==> src/rtl/divisor_seq_if.sv <==
// divisor_seq_if: start/busy/done handshake, operands and results of the sequential divider
//   start, dividend, divisor : controller -> divider
//   busy, done, dbz          : divider status
//   quotient, remainder      : registered results
interface divisor_seq_if #(parameter int WIDTH = 8);
  logic start;
  logic [WIDTH-1:0] dividend;
  logic [WIDTH-1:0] divisor;
  logic busy;
  logic done;
  logic dbz;
  logic [WIDTH-1:0] quotient;
  logic [WIDTH-1:0] remainder;
  modport master(output start, dividend, divisor, input busy, done, dbz, quotient, remainder);
  modport slave(input start, dividend, divisor, output busy, done, dbz, quotient, remainder);
endinterface

==> src/rtl/divisor_seq.sv <==
// divisor_seq: sequential restoring shift-subtract divider, WIDTH iterations per operation
//   clk   : rising-edge clock
//   rst_n : asynchronous active-low reset
//   bus   : divisor_seq_if slave (start/dividend/divisor in; busy/done/dbz/quotient/remainder out)
//   DIVISOR_SEQ_SIGNED_EN : two's complement operands/results (magnitude core, signs fixed on output)
module divisor_seq #(parameter int WIDTH = 8) (
  input logic clk,
  input logic rst_n,
  divisor_seq_if.slave bus
);
  localparam int CW = $clog2(WIDTH);
  typedef enum logic [1:0] {IDLE, RUN, DONE} state_t;
  state_t state;
  logic [WIDTH-1:0] r, q, d, q_next, r_next, q_out, r_out, a_mag, b_mag;
  logic [WIDTH:0] rs, t;
  logic [CW-1:0] cnt;
  // trial subtraction one bit wider than the operands; t[WIDTH] set means it went negative
  assign rs = {r, q[WIDTH-1]};
  assign t = rs - {1'b0, d};
  assign q_next = {q[WIDTH-2:0], ~t[WIDTH]};
  assign r_next = t[WIDTH] ? rs[WIDTH-1:0] : t[WIDTH-1:0];
`ifdef DIVISOR_SEQ_SIGNED_EN
  logic neg_q, neg_r;
  // most-negative value maps to itself, which is also its correct unsigned magnitude
  assign a_mag = bus.dividend[WIDTH-1] ? -bus.dividend : bus.dividend;
  assign b_mag = bus.divisor[WIDTH-1] ? -bus.divisor : bus.divisor;
  assign q_out = neg_q ? -q_next : q_next;
  assign r_out = neg_r ? -r_next : r_next;
`else
  assign a_mag = bus.dividend;
  assign b_mag = bus.divisor;
  assign q_out = q_next;
  assign r_out = r_next;
`endif
  always_ff @(posedge clk or negedge rst_n) begin
    if (!rst_n) begin
      state <= IDLE;
      bus.busy <= 1'b0;
      bus.done <= 1'b0;
      bus.dbz <= 1'b0;
      bus.quotient <= '0;
      bus.remainder <= '0;
      r <= '0;
      q <= '0;
      d <= '0;
      cnt <= '0;
`ifdef DIVISOR_SEQ_SIGNED_EN
      neg_q <= 1'b0;
      neg_r <= 1'b0;
`endif
    end else begin
      case (state)
        IDLE: if (bus.start) begin
          bus.busy <= 1'b1;
          d <= b_mag;
          cnt <= CW'(WIDTH - 1);
`ifdef DIVISOR_SEQ_SIGNED_EN
          neg_q <= bus.dividend[WIDTH-1] ^ bus.divisor[WIDTH-1];
          neg_r <= bus.dividend[WIDTH-1];
`endif
          // divide by zero parks its fixed result in r/q; DONE publishes it one edge later
          if (bus.divisor == '0) begin
            r <= bus.dividend;
            q <= '1;
            state <= DONE;
          end else begin
            r <= '0;
            q <= a_mag;
            state <= RUN;
          end
        end
        RUN: begin
          r <= r_next;
          q <= q_next;
          cnt <= cnt - 1'b1;
          if (cnt == '0) begin
            bus.quotient <= q_out;
            bus.remainder <= r_out;
            bus.dbz <= 1'b0;
            bus.done <= 1'b1;
            state <= DONE;
          end
        end
        DONE: if (!bus.done) begin
          // only reached on divide by zero
          bus.quotient <= q;
          bus.remainder <= r;
          bus.dbz <= 1'b1;
          bus.done <= 1'b1;
        end else begin
          bus.done <= 1'b0;
          bus.busy <= 1'b0;
          state <= IDLE;
        end
        default: state <= IDLE;
      endcase
    end
  end
endmodule
==> src/flat_wrapper.sv <==
// flat-port wrapper written by rule: the top's interface ports become plain ports
module divisor_seq_flat 
#(parameter int WIDTH = 8)
  (clk, rst_n, bus_start, bus_dividend, bus_divisor, bus_busy, bus_done, bus_dbz, bus_quotient, bus_remainder);
  divisor_seq_if #(.WIDTH(WIDTH)) bus_i ();
  input logic clk;
  input logic rst_n;
  input wire logic [$bits(bus_i.start)-1:0] bus_start;
  input wire logic [$bits(bus_i.dividend)-1:0] bus_dividend;
  input wire logic [$bits(bus_i.divisor)-1:0] bus_divisor;
  output wire logic [$bits(bus_i.busy)-1:0] bus_busy;
  output wire logic [$bits(bus_i.done)-1:0] bus_done;
  output wire logic [$bits(bus_i.dbz)-1:0] bus_dbz;
  output wire logic [$bits(bus_i.quotient)-1:0] bus_quotient;
  output wire logic [$bits(bus_i.remainder)-1:0] bus_remainder;
  assign bus_i.start = bus_start;
  assign bus_i.dividend = bus_dividend;
  assign bus_i.divisor = bus_divisor;
  assign bus_busy = bus_i.busy;
  assign bus_done = bus_i.done;
  assign bus_dbz = bus_i.dbz;
  assign bus_quotient = bus_i.quotient;
  assign bus_remainder = bus_i.remainder;
  divisor_seq #(.WIDTH(WIDTH)) u_core (.clk(clk), .rst_n(rst_n), .bus(bus_i));
endmodule
==> config.mk <==
export PLATFORM = sky130hd
export DESIGN_NAME = divisor_seq_flat
export DESIGN_NICKNAME = d
export VERILOG_FILES = /design/src/rtl/divisor_seq_if.sv /design/src/rtl/divisor_seq.sv /design/src/flat_wrapper.sv
export SDC_FILE = /design/constraint.sdc
export NUM_CORES = 1
export LEC_CHECK = 0
export ABC_AREA = 1
export CORE_MARGIN = 1
export CORE_UTILIZATION = 25
export CTS_CLUSTER_DIAMETER = 80
export DETAILED_ROUTE_END_ITERATION = 10
export PLACE_DENSITY = 0.45
export SETUP_SLACK_MARGIN = 0.5
export SLEW_MARGIN = 15
export SYNTH_ARGS = -nofsm -noshare
export SYNTH_HDL_FRONTEND = slang
export SYNTH_SLANG_ARGS = --single-unit
==> constraint.sdc <==
create_clock -name clk -period 4.02 [get_ports clk]
set_clock_uncertainty 0.05 [all_clocks]
set_input_delay 0.804 -clock clk [delete_from_list [all_inputs] [get_ports clk]]
set_output_delay 0.804 -clock clk [all_outputs]
set_load 0.02 [all_outputs]
==> results.toml, run 1 <==
[run_status]
outcome = "completed"

[detailed_routing]
drt-vias-per-instance = 4.45
drc = 0
routedWlPerCell_um = 12.9
vias = 2539
firstDrtPassIters = 4
drt-initial-drc-count = 137
antenna_left = 0
wl_mm = 7.38

[worst_setup_path]
cp_max_fo = 28
reg2reg_from = "u_core.state[1]"
crit_path_start_kind = "register"
r2r_cells = 10
crit_cells = 10
path_class = "register to register"
timing.rr.end = "u_core.bus.remainder[2]"
ff2ff_setup_slack_ps = 1400
critPathTopFamily = "buffers and inverters"
crit_end = "u_core.bus.remainder[2]"
slowest_stage = "ha_1"
cp_slowest_stage_delay_ps = 560
worstPathRequired_ps = 4150
cp-startpoint = "u_core.state[1]"
path_common_cell = "inv_1"
crit_path_end_kind = "register"
crit_chain = "inv_1 > ha_1 > inv_2 > nor2_4 > inv_2 > nand3_4 > inv_1 > or2_2 > inv_1 > a21oi_1"
arrival_ps = 2740
timing.critical_path.buf_inv = 5

[floorplanning]
io_pins = 38
start_util = 0.257
coreArea_um2 = 11400
rows = 39
die_y_um = 110
dieArea_um2 = 12200
fp.dieW_um = 110

[cts]
tritoncts = "yes"
root_buffer = "clkbuf_16"
cts_max_path_buffers = 2
cts_sinks = 48
numCtsBuffers = 5
holdBufCountCts = 0
h-tree-depth = 2
clk_pin_slew_ps = 70
cts_resized = 0
insertion_delay_ps = 290
cts_setup_buffers = 0

[synth]
yosys_warnings = 0
synth-async-reset-ratio = 1.00
syn_avg_cell_area_um2 = 7.47
synth_nets = 425
synth.distinct_cells = 33
yosysSeqAreaShare = 0.410
ys_seq_elements = 48
syn-cell-area_um2 = 2930
syn_inst = 392
synth_edf_count = 0
synth_ff_type = "dfrtp_1"

[grt]
grt_pass1_wl_mm = 12.4
grtUsageTotal = 0.135
grt_start_max_net_pins = 39
grt-ovfl-total = 0
grt_pass1_vias = 2459
antenna_found_initial = 0

[hold_path]
hold_path_class = "register to register"

[placement]
dp_cells = 562
place_area_um2 = 3420
port_buffers = 37
gp_congestion = 0.775
hpwl_mm = 5.51

[layout]
layout_common_cells = "88 x nand2_1, 61 x inv_1, 48 x dfrtp_1, 36 x clkdlybuf4s50_1, 35 x a21oi_1"
final_nets = 459
fin_cells = 570
syn_to_final_growth_pct = 23.4
final_common_cell = "nand2_1"
antenna_cells = 0
drive_above_1_share = 0.0703
fin_area_um2 = 3610

[sta]
rsz0062_at_grt = "false"
fin_tns_setup_ps = 0
post-route-min-period_ps = 2620
setup_viol = 0
slew_violations = 0
relSlewSlack = 0.388
post-route-period-util = 0.651
worstMarginPinSlew_ps = 918
fmax_ghz = 0.382
hold_viol_final = 0

[flow_run]
max_cap_violations = 0
metrics by stage:
stage,utilization,hold WS (ps),setup slack [ps]
6_report,0.317,424,1400
5_1_grt,0.317,462,1140
4_1_cts,0.317,430,1390
3_5_place_dp,0.300,418,1250
3_3_place_gp,0.300,422,1310
2_1_floorplan,-,390,2100
cells in the mapped netlist, types with 4 or more instances:
cell      instances  area share
nand4_1           4      0.0085
inv_1            61       0.078
a21oi_1          35       0.060
nand3_1          23       0.039
clkbuf_1          5      0.0064
dfrtp_1          48        0.41
or2_2             5       0.011
ha_1             13       0.056
nor2_1           32       0.041
o21ai_0          31       0.053
nand2_1          88        0.11
nand3b_1          4       0.010
a31oi_1           8       0.017
inv_2             4      0.0051
final cells by class:
| class | count | area [um2] |
|---|---|---|
| fill | 1270 | 7800 |
| multi-input combinational | 267 | 1420 |
| sequential | 48 | 1200 |
| timing repair buffer | 39 | 380 |
| inverter | 65 | 244 |
| tap | 143 | 179 |
| clock buffer | 5 | 125 |
| clock inverter | 3 | 68.8 |
metal layers:
metal,routed length [um],track usage,up-vias
met3,225,0.0229,7
met1,3810,0.193,1170
li1,-,-,1325
met4,78,0.0357,0
met5,0,0,-
met2,3270,0.208,37
logic make-up after synthesis:
| kind of cell | synth area share |
|---|---|
| flops | 0.410 |
| simple gates | 0.261 |
| buf+inv | 0.106 |
| xor+xnor | 0.00598 |
| fa+ha+maj | 0.0624 |
| compound gates | 0.150 |
| mux | 0.00342 |
worst min-delay path by stage:
stage,slack (ps),endpoint,start,depth (start not counted)
floorplan,390,u_core.cnt[0],u_core.cnt[0],1
global placement,420,u_core.bus.quotient[3],u_core.bus.quotient[3],2
detailed placement,420,u_core.bus.quotient[0],u_core.bus.quotient[0],2
CTS,430,u_core.cnt[0],u_core.cnt[0],1
global route,460,u_core.cnt[0],u_core.cnt[0],1
finish,420,u_core.cnt[0],u_core.cnt[0],1
registers in the layout (all words and copies together), names as in the netlist:
register / cells
u_core.bus.quotient: 8
u_core.bus.remainder: 8
u_core.d: 8
u_core.q: 8
u_core.r: 8
u_core.cnt: 3
u_core.state: 2
u_core.bus.busy: 1
u_core.bus.dbz: 1
u_core.bus.done: 1
Power of run 1 is left out: the tool's default activity adds up to more than one toggle a clock period on the data nets, which glitch-free logic cannot reach.
==> inputs of run 2 (changes only) <==
==> constraint.sdc (replaced) <==
create_clock -name clk -period 2.72 [get_ports clk]
set_clock_uncertainty 0.05 [all_clocks]
set_input_delay 0.544 -clock clk [delete_from_list [all_inputs] [get_ports clk]]
set_output_delay 0.544 -clock clk [all_outputs]
set_load 0.02 [all_outputs]
==> run 2 against run 1 <==
- utilization is 1.0 points higher
- first-iteration DRC count is 20% higher
- highest routed layer unchanged
- register-to-register slack worse by 750 ps
- critical endpoint is now u_core.bus.remainder[4]
- critical path type unchanged
- final area is 3.2% higher
- maximum frequency is 27% higher
- largest cell class unchanged
- global-route usage is 0.063 points lower
- via count is 2.5% higher
==> results.toml, run 2 (synthesis gave the netlist of run 1 again) <==
[cts]
cts_max_path_buffers = 2
insertion_delay_ps = 290
holdBufCountCts = 0
tritoncts = "yes"
root_buffer = "clkbuf_16"
h-tree-depth = 2
cts_sinks = 48
numCtsBuffers = 5
clk_pin_slew_ps = 70

[sta]
rsz0062_at_grt = "false"
fin_tns_setup_ps = 0
worstMarginPinSlew_ps = 631
slew_violations = 0
post-route-min-period_ps = 2060
hold_viol_final = 0
setup_viol = 0
setup_slack_ps = 658
fmax_ghz = 0.485
relSlewSlack = 0.579
post-route-period-util = 0.758

[placement]
gp_congestion = 0.778
hpwl_mm = 5.58
dp_cells = 566
pre_cts_ws_ps = 510
place_area_um2 = 3450
port_buffers = 37

[floorplanning]
die_y_um = 110
fp.dieW_um = 110
dieArea_um2 = 12200
coreArea_um2 = 11400
start_util = 0.257
io_pins = 38
rows = 39

[grt]
grt-ovfl-total = 0
grtUsageTotal = 0.134
grt_pass1_vias = 2501
grt_start_max_net_pins = 49
grt_pass1_wl_mm = 12.6
antenna_found_initial = 0

[worst_setup_path]
cp_slowest_stage_delay_ps = 380
crit_path_end_kind = "register"
cp-startpoint = "u_core.state[1]"
crit_end = "u_core.bus.remainder[4]"
r2r_cells = 10
path_common_cell = "inv_1"
ff2ff_setup_slack_ps = 660
crit_chain = "inv_1 > ha_1 > inv_4 > nor2_4 > inv_2 > nand3_4 > inv_1 > or2_2 > inv_1 > a21oi_1"
crit_path_start_kind = "register"
timing.rr.end = "u_core.bus.remainder[4]"
reg2reg_from = "u_core.state[1]"
cp_max_fo = 28
path_class = "register to register"
worstPathRequired_ps = 2840
arrival_ps = 2180
slowest_stage = "dfrtp_1"

[layout]
final_common_cell = "nand2_1"
drive_above_1_share = 0.101
fin_cells = 577
syn_to_final_growth_pct = 27.4
layout_common_cells = "86 x nand2_1, 60 x inv_1, 48 x dfrtp_1, 36 x clkdlybuf4s50_1, 33 x a21oi_1"
fin_area_um2 = 3730
antenna_cells = 0
final_nets = 466

[detailed_routing]
drt-initial-drc-count = 165
vias = 2602
routedWlPerCell_um = 13.3
wl_mm = 7.65
drc = 0
firstDrtPassIters = 4
drt-vias-per-instance = 4.51
antenna_left = 0

[run_status]
outcome = "completed"

[flow_run]
max_cap_violations = 0

[hold_path]
hold_path_class = "primary input to async pin"
-- run 2: cell count changes in the layout (fill, tap and decap cells not counted), sizes merged --
| cell | change |
|---|---|
| buf | +5 |
| nand2 | +1 |
| nand3 | +1 |
-- run 2: metal layers --
metal,wire length (um),global-route usage,up-vias
li1,-,-,1342
met1,3920,0.201,1203
met2,3400,0.201,53
met3,270,0.0159,4
met4,62,0.0367,0
met5,0,0,-
-- run 2: final cells by class --
type                            count  area, um2
Fill cell                        1275       7690
Multi-Input combinational cell    269       1490
Sequential cell                    48       1200
Timing Repair Buffer               44        418
Inverter                           65        246
Tap cell                          143        179
Clock buffer                        5        125
Clock inverter                      3       68.8
-- run 2: per-stage QoR --
step	hold WS, ps	utilization
after floorplan	198	-
final	311	0.327
after global placement	415	0.302
after global routing	366	0.327
after CTS	335	0.320
after detailed placement	411	0.302
-- run 2: critical path, delay by kind of cell (launching register included) --
kind / cells / cell delay (ps)
compound gates: 1 / 40
fa+ha+maj: 1 / 230
buf+inv: 5 / 560
flops: 1 / 380
simple gates: 3 / 670
-- run 2: timing repair --
item / CTS / global route
buffers inserted: 0 / 1
pin swaps: 0 / 3
gates cloned: 0 / 2
resized for setup: 1 / 13
setup endpoints to repair: 1 / 18
-- run 2: worst min path at each step --
stage	from	end	slack, ps	depth (start not counted)
floorplan	rst_n	u_core.bus.busy	200	0
global placement	u_core.cnt[0]	u_core.cnt[0]	420	1
detailed placement	u_core.cnt[0]	u_core.cnt[0]	410	1
CTS	rst_n	u_core.bus.quotient[1]	330	2
global route	rst_n	u_core.bus.quotient[6]	370	2
finish	rst_n	u_core.bus.quotient[5]	310	2
Power of run 2 is left out for the same reason.
